==> src/rtl/lcd_bus_pkg.sv <==
// Shared types and constants for the LCD write-bus arbiter and its strobe engine.
package lcd_bus_pkg;

  // Bus sequencing states. The arbiter uses IDLE/SETUP/BURST_WAIT/CS_REL, where
  // its SETUP spans the whole beat (SETUP, WR_LOW and WR_HIGH). The strobe
  // engine steps through IDLE/SETUP/WR_LOW/WR_HIGH inside that beat.
  typedef enum logic [2:0] {
    ST_IDLE       = 3'd0,
    ST_SETUP      = 3'd1,
    ST_WR_LOW     = 3'd2,
    ST_WR_HIGH    = 3'd3,
    ST_BURST_WAIT = 3'd4,
    ST_CS_REL     = 3'd5
  } arb_state_t;

  // Owner encoding used on owner_o and for the burst lock.
  localparam logic OWNER_CFG = 1'b0;
  localparam logic OWNER_PIX = 1'b1;

  // Width of every phase counter. Counters load (cycles - 1) and count down to 0.
  localparam int PHASE_W = 4;

endpackage

==> src/rtl/lcd_wr_strobe_gen.sv <==
// Per-beat write strobe timing: one SETUP cycle, then wr_n low for
// WR_LOW_CYCLES and high for WR_HIGH_CYCLES. done pulses in the last
// WR_HIGH cycle. wr_n is registered.
module lcd_wr_strobe_gen
  import lcd_bus_pkg::*;
#(
  parameter int WR_LOW_CYCLES  = 2,
  parameter int WR_HIGH_CYCLES = 2
) (
  input  logic clk,
  input  logic rst,
  input  logic start,
  output logic done,
  output logic wr_n
);

  localparam logic [PHASE_W-1:0] LOW_LOAD  = PHASE_W'(WR_LOW_CYCLES - 1);
  localparam logic [PHASE_W-1:0] HIGH_LOAD = PHASE_W'(WR_HIGH_CYCLES - 1);

  arb_state_t         state_reg, state_next;
  logic [PHASE_W-1:0] cnt_reg, cnt_next;
  logic               wr_n_reg;

  // Next phase and countdown; done marks the final WR_HIGH cycle.
  always_comb begin
    state_next = state_reg;
    cnt_next   = cnt_reg;
    done       = 1'b0;
    case (state_reg)
      ST_IDLE: begin
        if (start) state_next = ST_SETUP;
      end
      ST_SETUP: begin
        state_next = ST_WR_LOW;
        cnt_next   = LOW_LOAD;
      end
      ST_WR_LOW: begin
        if (cnt_reg == '0) begin
          state_next = ST_WR_HIGH;
          cnt_next   = HIGH_LOAD;
        end else begin
          cnt_next = cnt_reg - 1'b1;
        end
      end
      ST_WR_HIGH: begin
        if (cnt_reg == '0) begin
          done       = 1'b1;
          state_next = ST_IDLE;
        end else begin
          cnt_next = cnt_reg - 1'b1;
        end
      end
      default: state_next = ST_IDLE;
    endcase
  end

  // Phase register; wr_n is decoded from the next phase so the pin is a flop.
  always_ff @(posedge clk or posedge rst) begin
    if (rst) begin
      state_reg <= ST_IDLE;
      cnt_reg   <= '0;
      wr_n_reg  <= 1'b1;
    end else begin
      state_reg <= state_next;
      cnt_reg   <= cnt_next;
      wr_n_reg  <= (state_next != ST_WR_LOW);
    end
  end

  assign wr_n = wr_n_reg;

endmodule

==> src/rtl/lcd_bus_arbiter.sv <==
// Arbiter/sequencer for the shared 8080-style LCD write bus. cfg wins over pix,
// pix needs init_done_i, and a granted burst keeps the bus until its last beat.
// Optional beat counters are built when LCD_ARB_STATS_EN is defined.
module lcd_bus_arbiter
  import lcd_bus_pkg::*;
#(
  parameter int WR_LOW_CYCLES  = 2,
  parameter int WR_HIGH_CYCLES = 2,
  parameter int CS_IDLE_CYCLES = 1
) (
  input  logic        sys_clk_i,
  input  logic        reset_i,
  input  logic        init_done_i,
  input  logic        cfg_valid_i,
  output logic        cfg_ready_o,
  input  logic        cfg_dc_i,
  input  logic [7:0]  cfg_data_i,
  input  logic        cfg_last_i,
  input  logic        pix_valid_i,
  output logic        pix_ready_o,
  input  logic        pix_dc_i,
  input  logic [7:0]  pix_data_i,
  input  logic        pix_last_i,
  output logic        cs_o,
  output logic        dc_o,
  output logic        wr_o,
  output logic        rd_o,
  output logic [7:0]  data_o,
  output logic        busy_o,
  output logic        owner_o
`ifdef LCD_ARB_STATS_EN
  ,
  output logic [15:0] cfg_beats_o,
  output logic [15:0] pix_beats_o
`endif
);

  localparam logic [PHASE_W-1:0] REL_LOAD = PHASE_W'(CS_IDLE_CYCLES - 1);

  arb_state_t         state_reg, state_next;
  logic [PHASE_W-1:0] rel_cnt_reg, rel_cnt_next;
  logic               dc_reg, last_reg, owner_reg, cs_n_reg;
  logic [7:0]         data_reg;
  logic               grant_cfg, grant_pix, hs;
  logic               strobe_done, strobe_wr_n;

  // Grants depend only on registered state plus valids; in BURST_WAIT the
  // owner alone is offered ready so the burst lock cannot be broken.
  assign grant_cfg = ((state_reg == ST_IDLE) && cfg_valid_i) ||
                     ((state_reg == ST_BURST_WAIT) && (owner_reg == OWNER_CFG));
  assign grant_pix = ((state_reg == ST_IDLE) && !cfg_valid_i && pix_valid_i && init_done_i) ||
                     ((state_reg == ST_BURST_WAIT) && (owner_reg == OWNER_PIX));
  assign hs        = (grant_cfg && cfg_valid_i) || (grant_pix && pix_valid_i);

  // Arbiter next state; SETUP here covers the whole beat run by the strobe engine.
  always_comb begin
    state_next   = state_reg;
    rel_cnt_next = rel_cnt_reg;
    case (state_reg)
      ST_IDLE, ST_BURST_WAIT: begin
        if (hs) state_next = ST_SETUP;
      end
      ST_SETUP: begin
        if (strobe_done) begin
          if (last_reg) begin
            state_next   = ST_CS_REL;
            rel_cnt_next = REL_LOAD;
          end else begin
            state_next = ST_BURST_WAIT;
          end
        end
      end
      ST_CS_REL: begin
        if (rel_cnt_reg == '0) state_next = ST_IDLE;
        else                   rel_cnt_next = rel_cnt_reg - 1'b1;
      end
      default: state_next = ST_IDLE;
    endcase
  end

  // State, captured beat and registered chip select.
  always_ff @(posedge sys_clk_i or posedge reset_i) begin
    if (reset_i) begin
      state_reg   <= ST_IDLE;
      rel_cnt_reg <= '0;
      dc_reg      <= 1'b0;
      data_reg    <= 8'h00;
      last_reg    <= 1'b0;
      owner_reg   <= OWNER_CFG;
      cs_n_reg    <= 1'b1;
    end else begin
      state_reg   <= state_next;
      rel_cnt_reg <= rel_cnt_next;
      cs_n_reg    <= !((state_next == ST_SETUP) || (state_next == ST_BURST_WAIT));
      if (hs) begin
        dc_reg    <= grant_pix ? pix_dc_i   : cfg_dc_i;
        data_reg  <= grant_pix ? pix_data_i : cfg_data_i;
        last_reg  <= grant_pix ? pix_last_i : cfg_last_i;
        owner_reg <= grant_pix ? OWNER_PIX  : OWNER_CFG;
      end
    end
  end

  lcd_wr_strobe_gen #(
    .WR_LOW_CYCLES (WR_LOW_CYCLES),
    .WR_HIGH_CYCLES(WR_HIGH_CYCLES)
  ) u_strobe (
    .clk  (sys_clk_i),
    .rst  (reset_i),
    .start(hs),
    .done (strobe_done),
    .wr_n (strobe_wr_n)
  );

  assign cfg_ready_o = grant_cfg;
  assign pix_ready_o = grant_pix;
  assign cs_o        = cs_n_reg;
  assign wr_o        = strobe_wr_n;
  assign rd_o        = 1'b1;
  assign dc_o        = dc_reg;
  assign data_o      = data_reg;
  assign busy_o      = (state_reg != ST_IDLE);
  assign owner_o     = owner_reg;

`ifdef LCD_ARB_STATS_EN
  // One saturating completed-beat counter per requester, indexed by owner code.
  for (genvar gi = 0; gi < 2; gi++) begin : g_beats
    logic [15:0] cnt_reg;
    always_ff @(posedge sys_clk_i or posedge reset_i) begin
      if (reset_i) begin
        cnt_reg <= 16'h0000;
      end else if (strobe_done && (owner_reg == 1'(gi)) && (cnt_reg != 16'hFFFF)) begin
        cnt_reg <= cnt_reg + 16'h0001;
      end
    end
  end
  assign cfg_beats_o = g_beats[0].cnt_reg;
  assign pix_beats_o = g_beats[1].cnt_reg;
`endif

endmodule

==> config.mk <==
export PLATFORM = sky130hd
export DESIGN_NAME = lcd_bus_arbiter
export DESIGN_NICKNAME = d
export VERILOG_FILES = /design/src/rtl/lcd_bus_pkg.sv /design/src/rtl/lcd_wr_strobe_gen.sv /design/src/rtl/lcd_bus_arbiter.sv
export SDC_FILE = /design/constraint.sdc
export NUM_CORES = 1
export LEC_CHECK = 0
export ABC_CLOCK_PERIOD_IN_PS = 2350
export CAP_MARGIN = 20
export CORE_UTILIZATION = 47
export CTS_CLUSTER_DIAMETER = 150
export DETAILED_ROUTE_END_ITERATION = 10
export PLACE_DENSITY = 0.82
export SYNTH_ARGS = -nofsm -noshare
export SYNTH_HDL_FRONTEND = slang
export SYNTH_SLANG_ARGS = --single-unit
export TNS_END_PERCENT = 100
==> constraint.sdc <==
create_clock -name sys_clk_i -period 2.35 [get_ports sys_clk_i]
set_input_delay 0.47 -clock sys_clk_i [delete_from_list [all_inputs] [get_ports sys_clk_i]]
set_output_delay 0.47 -clock sys_clk_i [all_outputs]
set_load 0.05 [all_outputs]
==> impl_metrics.json <==
{
  "grtUsageTotal_pct": 19.9,
  "core_um2": 2850,
  "antenna_found_initial": 0,
  "combPwrFrac_pct": 46.2,
  "cp.required_ns": 1.88,
  "endpoint": "busy_o",
  "nFillCells": 222,
  "p_int_w": 0.000937,
  "period_needed_ns": 2.30,
  "synth_cell_type_count": 44,
  "p_sw_share_pct": 40.6,
  "reg2regPathDepth": 6,
  "cts_buffer_depth": 2,
  "crit_type": "flip-flop to primary output",
  "critPathLaunch": "state_reg[0]$_DFF_PP0_",
  "yosysMostFrequentCell": "dfrtp_1",
  "placementRows": 19,
  "multi_input_area_um2": 746,
  "clkSinkCount": 27,
  "grt_pass1_wl_um": 5260,
  "clk_latency_ns": 0.31,
  "synth.avg_cell_area_um2": 11.1,
  "io_buffers": 39,
  "skew_ns": 0.00520,
  "power_w": 0.00158,
  "finalHoldViolations": 0,
  "synth_top_area_cell": "dfrtp_1",
  "p_leak_nw": 0.830,
  "syn_area_um2": 1470,
  "die_y_um": 57.9,
  "tightest_slew_ns": 0.513,
  "area_growth_pct": 34.0,
  "start_kind": "flip-flop",
  "r2r_end": "rel_cnt_reg[0]$_DFFE_PP0P_",
  "yosys.area.top_type_share_pct": 42.6,
  "die_w_um": 57.9,
  "die-area_um2": 3360,
  "rsz0062_at_grt": "no",
  "relSlewSlack_pct": 65.7,
  "clock-root-buffer": "clkbuf_4",
  "drv_cap": 0,
  "power_density_nw_per_um2": 801,
  "reg2reg_slack_ns": 0.46,
  "switchingPower_w": 0.000640,
  "grt_pass1_vias": 1214,
  "grt_max_degree": 28,
  "worstReg2RegStart": "u_strobe.cnt_reg[0]$_DFFE_PP0P_",
  "largest_register_ffs": 8,
  "cp-end-kind": "primary output",
  "synth-warning-count": 0,
  "via_per_inst": 5.75,
  "routed_wl_um": 3140,
  "fin_nets": 207,
  "synth_area_leaders": "dfrtp_1 (43%), mux2_2 (14%), dfstp_2 (3.6%)",
  "initial_core_util_pct": 51.5,
  "overflow": 0,
  "ys_top_cells_by_count": "dfrtp_1 (25), mux2_2 (18), nand2_1 (7)",
  "post_cts_buffers": 0,
  "synth-main-ff-cell": "dfrtp_1",
  "post_drt_wl_per_cell_um": 15.1,
  "crit_arrival_ns": 1.83,
  "gp_congestion": 0.870,
  "netlist_instances": 133,
  "clock.fmax_ghz": 0.436,
  "irDropWorstVdd_uv": 585,
  "postRouteAntennaNets": 0,
  "pwr-share-seq_pct": 41.2,
  "hold_buffers": 0,
  "drive_above_1_share_pct": 23.7,
  "hold_path.class": "input pin to asynchronous set/reset pin",
  "drc": 0,
  "clk_pin_slew_ns": 0.15,
  "drt_iter0_drc": 34,
  "htree_levels": 1,
  "cp_max_fo": 2,
  "tns_ns": 0,
  "dp.final_hpwl_um": 2390,
  "diodes": 0,
  "min_period_over_period_pct": 97.7,
  "dr.pass1.iters": 4,
  "ios": 41,
  "slew_viol_final": 0,
  "p_clk_share_pct": 12.6,
  "outcome": "finished, final reports clean",
  "cts_buffers": 3,
  "synth_seq_cells": 27,
  "vias": 1195,
  "async_flop_share_pct": 100,
  "setup_violations": 0,
  "cts_tree": "built",
  "synth-seq-area-share_pct": 46.1,
  "regArea_um2": 678,
  "synth_edf_count": 0
}
power by group through the flow:
stage / Combinational (W) / Clock [W] / Sequential, W
2_1_floorplan: 0.000276 / 0 / 0.000850
3_3_place_gp: 0.000713 / 0 / 0.000647
3_5_place_dp: 0.000730 / 0 / 0.000658
4_1_cts: 0.000733 / 0.000203 / 0.000649
5_1_grt: 0.000777 / 0.000221 / 0.000665
6_report: 0.000729 / 0.000199 / 0.000650
critical path, cell delays in order, from the launching register on:
cell,delay (ns)
dfrtp_1,0.40
or3_1,0.39
clkdlybuf4s50_1,0.72
through the flow:
| step | setup slack [ns] | instance area, um^2 | hold WS (ns) | std cells | utilization [%] |
|---|---|---|---|---|---|
| floorplan | 0.0841 | 1490 | 0.501 | 134 | - |
| CTS | 0.0450 | 1970 | 0.505 | 208 | 69.0 |
| global route | 0.00155 | 1970 | 0.501 | 208 | 69.1 |
| global placement | 0.141 | 1940 | 0.490 | 204 | 68.0 |
| detailed placement | 0.0669 | 1940 | 0.497 | 204 | 68.0 |
| finish | 0.0548 | 1970 | 0.499 | 208 | 69.1 |
kinds of logic after synthesis:
family          synth area share, %
compound gates                 11.9
flops                          46.1
fa+ha+maj                      3.40
buf+inv                        4.34
xor+xnor                       1.19
simple gates                   17.4
other cells                   0.511
mux                            15.1
worst min path at each step:
| stage | from | end | cells past startpoint | slack, ns |
|---|---|---|---|---|
| after floorplan | u_strobe.cnt_reg[1]$_DFFE_PP0P_ | u_strobe.cnt_reg[1]$_DFFE_PP0P_ | 1 | 0.50 |
| after global placement | data_o[7]$_DFFE_PP0P_ | data_o[7]$_DFFE_PP0P_ | 1 | 0.49 |
| after detailed placement | data_o[3]$_DFFE_PP0P_ | data_o[3]$_DFFE_PP0P_ | 1 | 0.50 |
| after CTS | reset_i | data_o[3]$_DFFE_PP0P_ | 3 | 0.50 |
| after global routing | reset_i | data_o[5]$_DFFE_PP0P_ | 3 | 0.50 |
| final | reset_i | data_o[3]$_DFFE_PP0P_ | 3 | 0.50 |
per-layer routing:
layer	up-vias	part of all wire, %	GRT usage, %
met3	4	7.1	5.36
met5	-	0	0
met4	0	0.67	4.08
met1	583	41	23.4
met2	37	51	36.3
li1	571	-	-
placed cells by master (no fill, tap or decap), drive strengths merged, types with 2 or more instances in the layout:
cell type	instances
a22o	2
conb	3
clkbuf	3
nand2	7
a21oi	2
nor3	3
dfrtp	25
clkdlybuf4s50	37
dfstp	2
nand3b	2
nor4	2
nor3b	5
or3	3
nor2	5
o21ai	5
nand2b	2
nor2b	2
inv	6
o21bai	2
ha	4
mux2i	2
nand3	2
mux2	18
a31oi	3
xnor2	2
buf	10
area by class of cell:
cell class	instances	share of cell area (%)
Inverter	6	1.14
Multi-Input combinational cell	93	37.8
Clock inverter	1	0.254
Clock buffer	3	1.14
Tap cell	31	1.97
Sequential cell	27	34.4
Timing Repair Buffer	47	23.2
what timing repair did:
action | CTS | global route
hold endpoints to repair | 0 | 0
resized for setup | 0 | 1
endpoints found under the setup margin | 0 | 1
No activity file was read; power rests on OpenSTA's default activity.
==> patch 1 (same flow settings) <==
Encoding of `arb_state_t`: now one-hot (6 bits for 6 states).
--- a/src/rtl/lcd_bus_pkg.sv
+++ b/src/rtl/lcd_bus_pkg.sv
@@ -5,11 +5,11 @@
   // its SETUP spans the whole beat (SETUP, WR_LOW and WR_HIGH). The strobe
   // engine steps through IDLE/SETUP/WR_LOW/WR_HIGH inside that beat.
-  typedef enum logic [2:0] {
-    ST_IDLE       = 3'd0,
-    ST_SETUP      = 3'd1,
-    ST_WR_LOW     = 3'd2,
-    ST_WR_HIGH    = 3'd3,
-    ST_BURST_WAIT = 3'd4,
-    ST_CS_REL     = 3'd5
+  typedef enum logic [5:0] {
+    ST_IDLE       = 6'b000001,
+    ST_SETUP      = 6'b000010,
+    ST_WR_LOW     = 6'b000100,
+    ST_WR_HIGH    = 6'b001000,
+    ST_BURST_WAIT = 6'b010000,
+    ST_CS_REL     = 6'b100000
   } arb_state_t;
 
Behaviour: same outputs for any inputs over 10 cycles, from zero or initial values and one cycle with reset_i high; not proved beyond that.
==> patch 1 against the unedited design <==
- critical path depth up 3
- synthesized area grew 25%
- count of clock-buffer cells in the layout up 4
- global-route usage is 0.66 points lower
- first-iteration DRC count increased by 79%
- design area rose by 23%
- total power is 2.6% lower
- setup slack better by 17 ps
- routed wire length rose by 14%
- sequential power rose by 2%
- sequential cell count grew 6
- non-clock buffer count shrank 1
- largest cell class unchanged
==> patch 1: results (changes against the unedited design) <==
[setup_path]
arrival_ps=1810  ; was 1830 ps
cpMaxStageDelayCell=dfstp_2  ; was clkdlybuf4s50_1
r2r-start=state_reg[0]  ; was u_strobe.cnt_reg[0]
critPathMaxFanout=6  ; was 2
ff2ff_path_depth=6  ; unchanged
crit_family=simple AND/OR/NAND/NOR gates  ; was buffers and inverters
r2r-end=data_o[4]  ; was rel_cnt_reg[0]
slowest_delay_ps=580  ; was 720 ps
r2r_setup_slack_ps=130  ; was 460 ps

[drt]
drt_pre_antenna_iters=4  ; unchanged
drtIter0Drc=61  ; was 34
via_per_inst=5.22  ; was 5.75
drt-total-wl_um=3590  ; was 3140 um
route.vias.total=1405  ; was 1195

[clock_tree]
htreeDepth=2  ; was 1
clock_latency_ps=280  ; was 310 ps
clk_pin_slew_worst_paths_ps=60  ; was 150 ps
numCtsBuffers=5  ; was 3
cts.path.max_buffers=2  ; unchanged
hold_buffers=0  ; unchanged
cts-root-buf=clkbuf_8  ; was clkbuf_4

[min_path]
hp-start=rel_cnt_reg[0]
holdPathEnd=rel_cnt_reg[0]
min_delay_path_depth=1
hp-class=reg -> reg  ; was in -> async

[place]
dp_cells=260  ; was 204
io_buffers=39  ; unchanged
place_area_sq_um=2330  ; was 1940 sq um
dpl.hpwl_um=2520  ; was 2390 um
gp_congestion=0.781  ; was 0.870
pre_cts_slack_ps=116  ; was 66.9 ps

[global_routing]
grt_pass1_vias=1342  ; was 1214
antenna_found_initial=0  ; unchanged
grt_max_degree=34  ; was 28
grtUsageTotal=0.192  ; was 0.199
grt_pass1_wl_um=5990  ; was 5260 um

[timing]
max_freq_mhz=439  ; was 436 MHz
setup_tns_ps=0  ; unchanged
tightest_slew_ps=596  ; was 513 ps
finalClockSkew_ps=7.76  ; was 5.20 ps
whs_ps=504  ; was 499 ps

[logic_synthesis]
synth_cell_types=49  ; was 44
synthTopCellsByArea=dfrtp_1 40%, mux2_4 13%, dfstp_2 5.7%  ; was dfrtp_1 43%, mux2_2 14%, dfstp_2 3.6%
syn_inst=169  ; was 133
async_flop_share=1.00  ; unchanged
synth-main-ff-cell=dfrtp_1  ; unchanged
ys_warn_count=0  ; unchanged
yosysSeqAreaShare=0.452  ; was 0.461
synth_common_cells=29 x dfrtp_1, 16 x mux2_4, 14 x inv_1, 14 x nor2_1, 9 x o21ai_0  ; was 25 x dfrtp_1, 18 x mux2_2, 7 x nand2_1

[final_layout]
largest_reg_flops=8  ; unchanged
antennaDiodeCount=0  ; unchanged
nNetsFinal=250  ; was 207
drive_above_1_share=0.235  ; was 0.237

[power]
irDropWorstVdd_uv=438  ; was 585 uV
p_leak_nw=1.09  ; was 0.830 nW

[run_status]
status=finished, final reports clean  ; unchanged

patch 1: changes by cell type in the layout (fill, tap and decap cells not counted), sizes merged, moves of 4 or more:
cell	delta
clkbuf	+4
o21ai	+4
nor3	+4
nor2	+9
inv	+8
dfrtp	+4
a21oi	+7
patch 1: repair_timing:
action | CTS | global route
resized for setup | 1 | 4
pin swaps | 2 | 2
cloned | 0 | 0
buffers inserted | 3 | 0
setup endpoints to repair | 1 | 2
patch 1: power by group:
part	switching [mW]	total, mW	internal (mW)
clock network	0.189	0.421	0.232
registers	0.0396	0.664	0.624
logic	0.251	0.451	0.200
total	0.479	1.54	1.06
patch 1: metal layers:
layer,global-route usage,part of all wire,wire length (um),vias to the layer above
li1,-,-,-,689
met4,0.100,0.020,73,0
met1,0.260,0.47,1690,658
met5,0,0,0,-
met3,0.0440,0.050,180,9
met2,0.287,0.46,1640,49
patch 1: how the worst max path moves through the flow:
stage	cells past startpoint	to	startpoint
global route	5	cfg_ready_o	state_reg[0]
global placement	7	pix_ready_o	pix_valid_i
detailed placement	7	pix_ready_o	pix_valid_i
finish	5	pix_ready_o	state_reg[0]
floorplan	5	pix_ready_o	state_reg[0]
CTS	6	pix_ready_o	state_reg[0]
patch 1: cells by family (layout without fill, tap and decap cells):
family                     count (synthesis)  in the layout  share of synthesized area
buffers and inverters                     18             67                     0.0429
and+or+nand+nor                           56             56                      0.187
AOI/OAI and AO/OA                         29             29                     0.0974
muxes                                     22             22                      0.166
other                                      2              5                    0.00409
xor gates and xnor gates                   5              5                     0.0238
DFF                                       33             33                      0.452
adders and majority gates                  4              4                     0.0272
patch 1: layout make-up:
type                       instances  area, sq um
fill                             285         1280
multi-input combinational        121          947
sequential                        33          831
timing repair buffer              46          455
clock buffer                       7         86.3
tap                               48         60.1
inverter                          14         52.6
==> patch 2 (config.mk and constraints unchanged) <==
Without the edit above. Set the package constant `PHASE_W` to 5 (it was 4).
--- a/src/rtl/lcd_bus_pkg.sv
+++ b/src/rtl/lcd_bus_pkg.sv
@@ -19,5 +19,5 @@
 
   // Width of every phase counter. Counters load (cycles - 1) and count down to 0.
-  localparam int PHASE_W = 4;
+  localparam int PHASE_W = 5;
 
 endpackage
Behaviour: no difference found for any inputs over 10 cycles, from zero or initial values and one cycle with reset_i high; that may be too few to reach the edited logic, so the function may still have changed.
==> patch 2 against the unedited design <==
- total power grew 10%
- largest power group unchanged
- cell count grew 10%
- design area grew 7.6%
- routed wire length grew 4.9%
- critical endpoint is now pix_ready_o
- clock skew is essentially flat
- sequential share of layout area shrank 0.076 points
- setup slack gained 92 ps
- sequential cell count grew 2
- synthesized area grew 10%
==> patch 2: results (changes against the unedited design) <==
[run_status]
status=finished, final reports clean  ; unchanged

[power]
p_switching_mw=0.675  ; was 0.640 mW
p_leak_nw=0.924  ; was 0.830 nW
irDropWorstVdd_uv=646  ; was 585 uV

[global_routing]
antenna_found_initial=0  ; unchanged
grt_pass1_vias=1224  ; was 1214
grt_pass1_wl_um=5330  ; was 5260 um
grtUsageTotal=0.201  ; was 0.199
grt_max_degree=28  ; unchanged

[logic_synthesis]
async_flop_share=1.00  ; unchanged
synth_cell_types=44  ; unchanged
synth-main-ff-cell=dfrtp_1  ; unchanged
ys_warn_count=0  ; unchanged
synth_common_cells=27 x dfrtp_1, 18 x mux2_2, 9 x inv_1  ; was 25 x dfrtp_1, 18 x mux2_2, 7 x nand2_1
synth_area_sq_um=1620  ; was 1470 sq um
synthTopCellsByArea=dfrtp_1 42%, mux2_2 12%, dfstp_2 3.2%  ; was dfrtp_1 43%, mux2_2 14%, dfstp_2 3.6%
yosysSeqAreaShare=0.448  ; was 0.461

[drt]
drt_pre_antenna_iters=4  ; unchanged
drtIter0Drc=51  ; was 34
route.vias.total=1228  ; was 1195
antenna_left=0  ; unchanged
drt-total-wl_um=3290  ; was 3140 um

[final_layout]
fillCellCount=257  ; was 222
antennaDiodeCount=0  ; unchanged
nNetsFinal=213  ; was 207
largest_reg_flops=8  ; unchanged
areaGrowthSynthToFinish_pct=30.6  ; was 34.0%
drive_above_1_share=0.249  ; was 0.237

[clock_tree]
cts_setup_buffers=0  ; unchanged
cts-root-buf=clkbuf_4  ; unchanged
postCtsResizedCells=0  ; unchanged
htreeDepth=2  ; was 1
cts.path.max_buffers=2  ; unchanged
numCtsBuffers=5  ; was 3
clk_pin_slew_worst_paths_ps=80  ; was 150 ps
clock_latency_ps=310  ; about the same

[setup_path]
r2r-end=rel_cnt_reg[1]  ; was rel_cnt_reg[0]
ff2ff_path_depth=6  ; unchanged
worstSetupEndpoint=pix_ready_o  ; was busy_o
critPathMaxFanout=11  ; was 2
r2r_setup_slack_ps=390  ; was 460 ps
r2r-start=u_strobe.cnt_reg[0]  ; unchanged
arrival_ps=1730  ; was 1830 ps
crit_start=cfg_valid_i  ; was state_reg[0]

[place]
io_buffers=39  ; unchanged
dpl.hpwl_um=2480  ; was 2390 um
pre_cts_slack_ps=89.6  ; was 66.9 ps
gp_congestion=0.765  ; was 0.870

[timing]
finalClockSkew_ps=5.22  ; was 5.20 ps
tightest_slew_ps=801  ; was 513 ps
post-route-period-util=0.938  ; was 0.977

[min_path]
hp-class=in -> async  ; unchanged

-- patch 2: changes by cell type after synthesis, moves of 3 or more --
cell and delta:
buf_2 -3, buf_6 +3, inv_1 +3, nor3_1 -3, nor3b_1 -3, o31ai_1 +4
-- patch 2: final cells by class --
cell class              count  share of cell area
flip-flops and latches     29               0.343
clock buffers               7              0.0260
repair buffers             43               0.209
inverters                   9              0.0159
well taps                  44              0.0260
multi-input cells          97               0.380
-- patch 2: routing by layer --
| metal | share of wire | global-route usage | wire (um) |
|---|---|---|---|
| met2 | 0.55 | 0.359 | 1810 |
| met3 | 0.044 | 0.0533 | 144 |
| met5 | 0 | 0 | 0 |
| met4 | 0.017 | 0.0909 | 55 |
| met1 | 0.39 | 0.222 | 1290 |
-- patch 2: logic make-up (layout without fill, tap and decap cells) --
family / Yosys count / in the layout / synth area share
fa+ha+maj: 3 / 3 / 0.0231
mux: 20 / 20 / 0.137
compound gates: 34 / 34 / 0.159
flops: 29 / 29 / 0.448
simple gates: 37 / 37 / 0.170
buf+inv: 16 / 59 / 0.0578
other cells: 2 / 3 / 0.00462
-- patch 2: stage by stage --
| step | cell area (sq um) | total power [mW] | util | cells | hold WS, ps |
|---|---|---|---|---|---|
| after detailed placement | 2060 | 1.45 | 0.654 | 222 | 492 |
| after CTS | 2120 | 1.76 | 0.672 | 229 | 310 |
| after global placement | 2060 | 1.42 | 0.654 | 222 | 488 |
| final | 2120 | 1.74 | 0.673 | 229 | 327 |
| after global routing | 2120 | 1.85 | 0.673 | 229 | 308 |
| after floorplan | 1630 | 1.21 | - | 142 | 487 |
-- patch 2: worst min-delay path by stage --
stage / slack [ps] / end / start
after floorplan: 490 / state_reg[0] / last_reg
after global placement: 490 / data_o[1] / data_o[1]
after detailed placement: 490 / data_o[4] / data_o[4]
after CTS: 310 / data_o[3] / reset_i
after global routing: 310 / data_o[3] / reset_i
final: 330 / data_o[1] / reset_i
-- patch 2: power groups by stage --
stage	Clock, mW	Sequential (mW)	Combinational (mW)
final	0.296	0.715	0.725
after global routing	0.342	0.733	0.772
after CTS	0.310	0.714	0.731
after detailed placement	0	0.721	0.731
after global placement	0	0.712	0.710
after floorplan	0	0.898	0.315
-- patch 2: critical path, stage by stage --
cell,delay [ps]
clkdlybuf4s50_1,470
and4bb_2,240
o21ai_2,170
buf_12,160
inv_1,40
buf_4,180
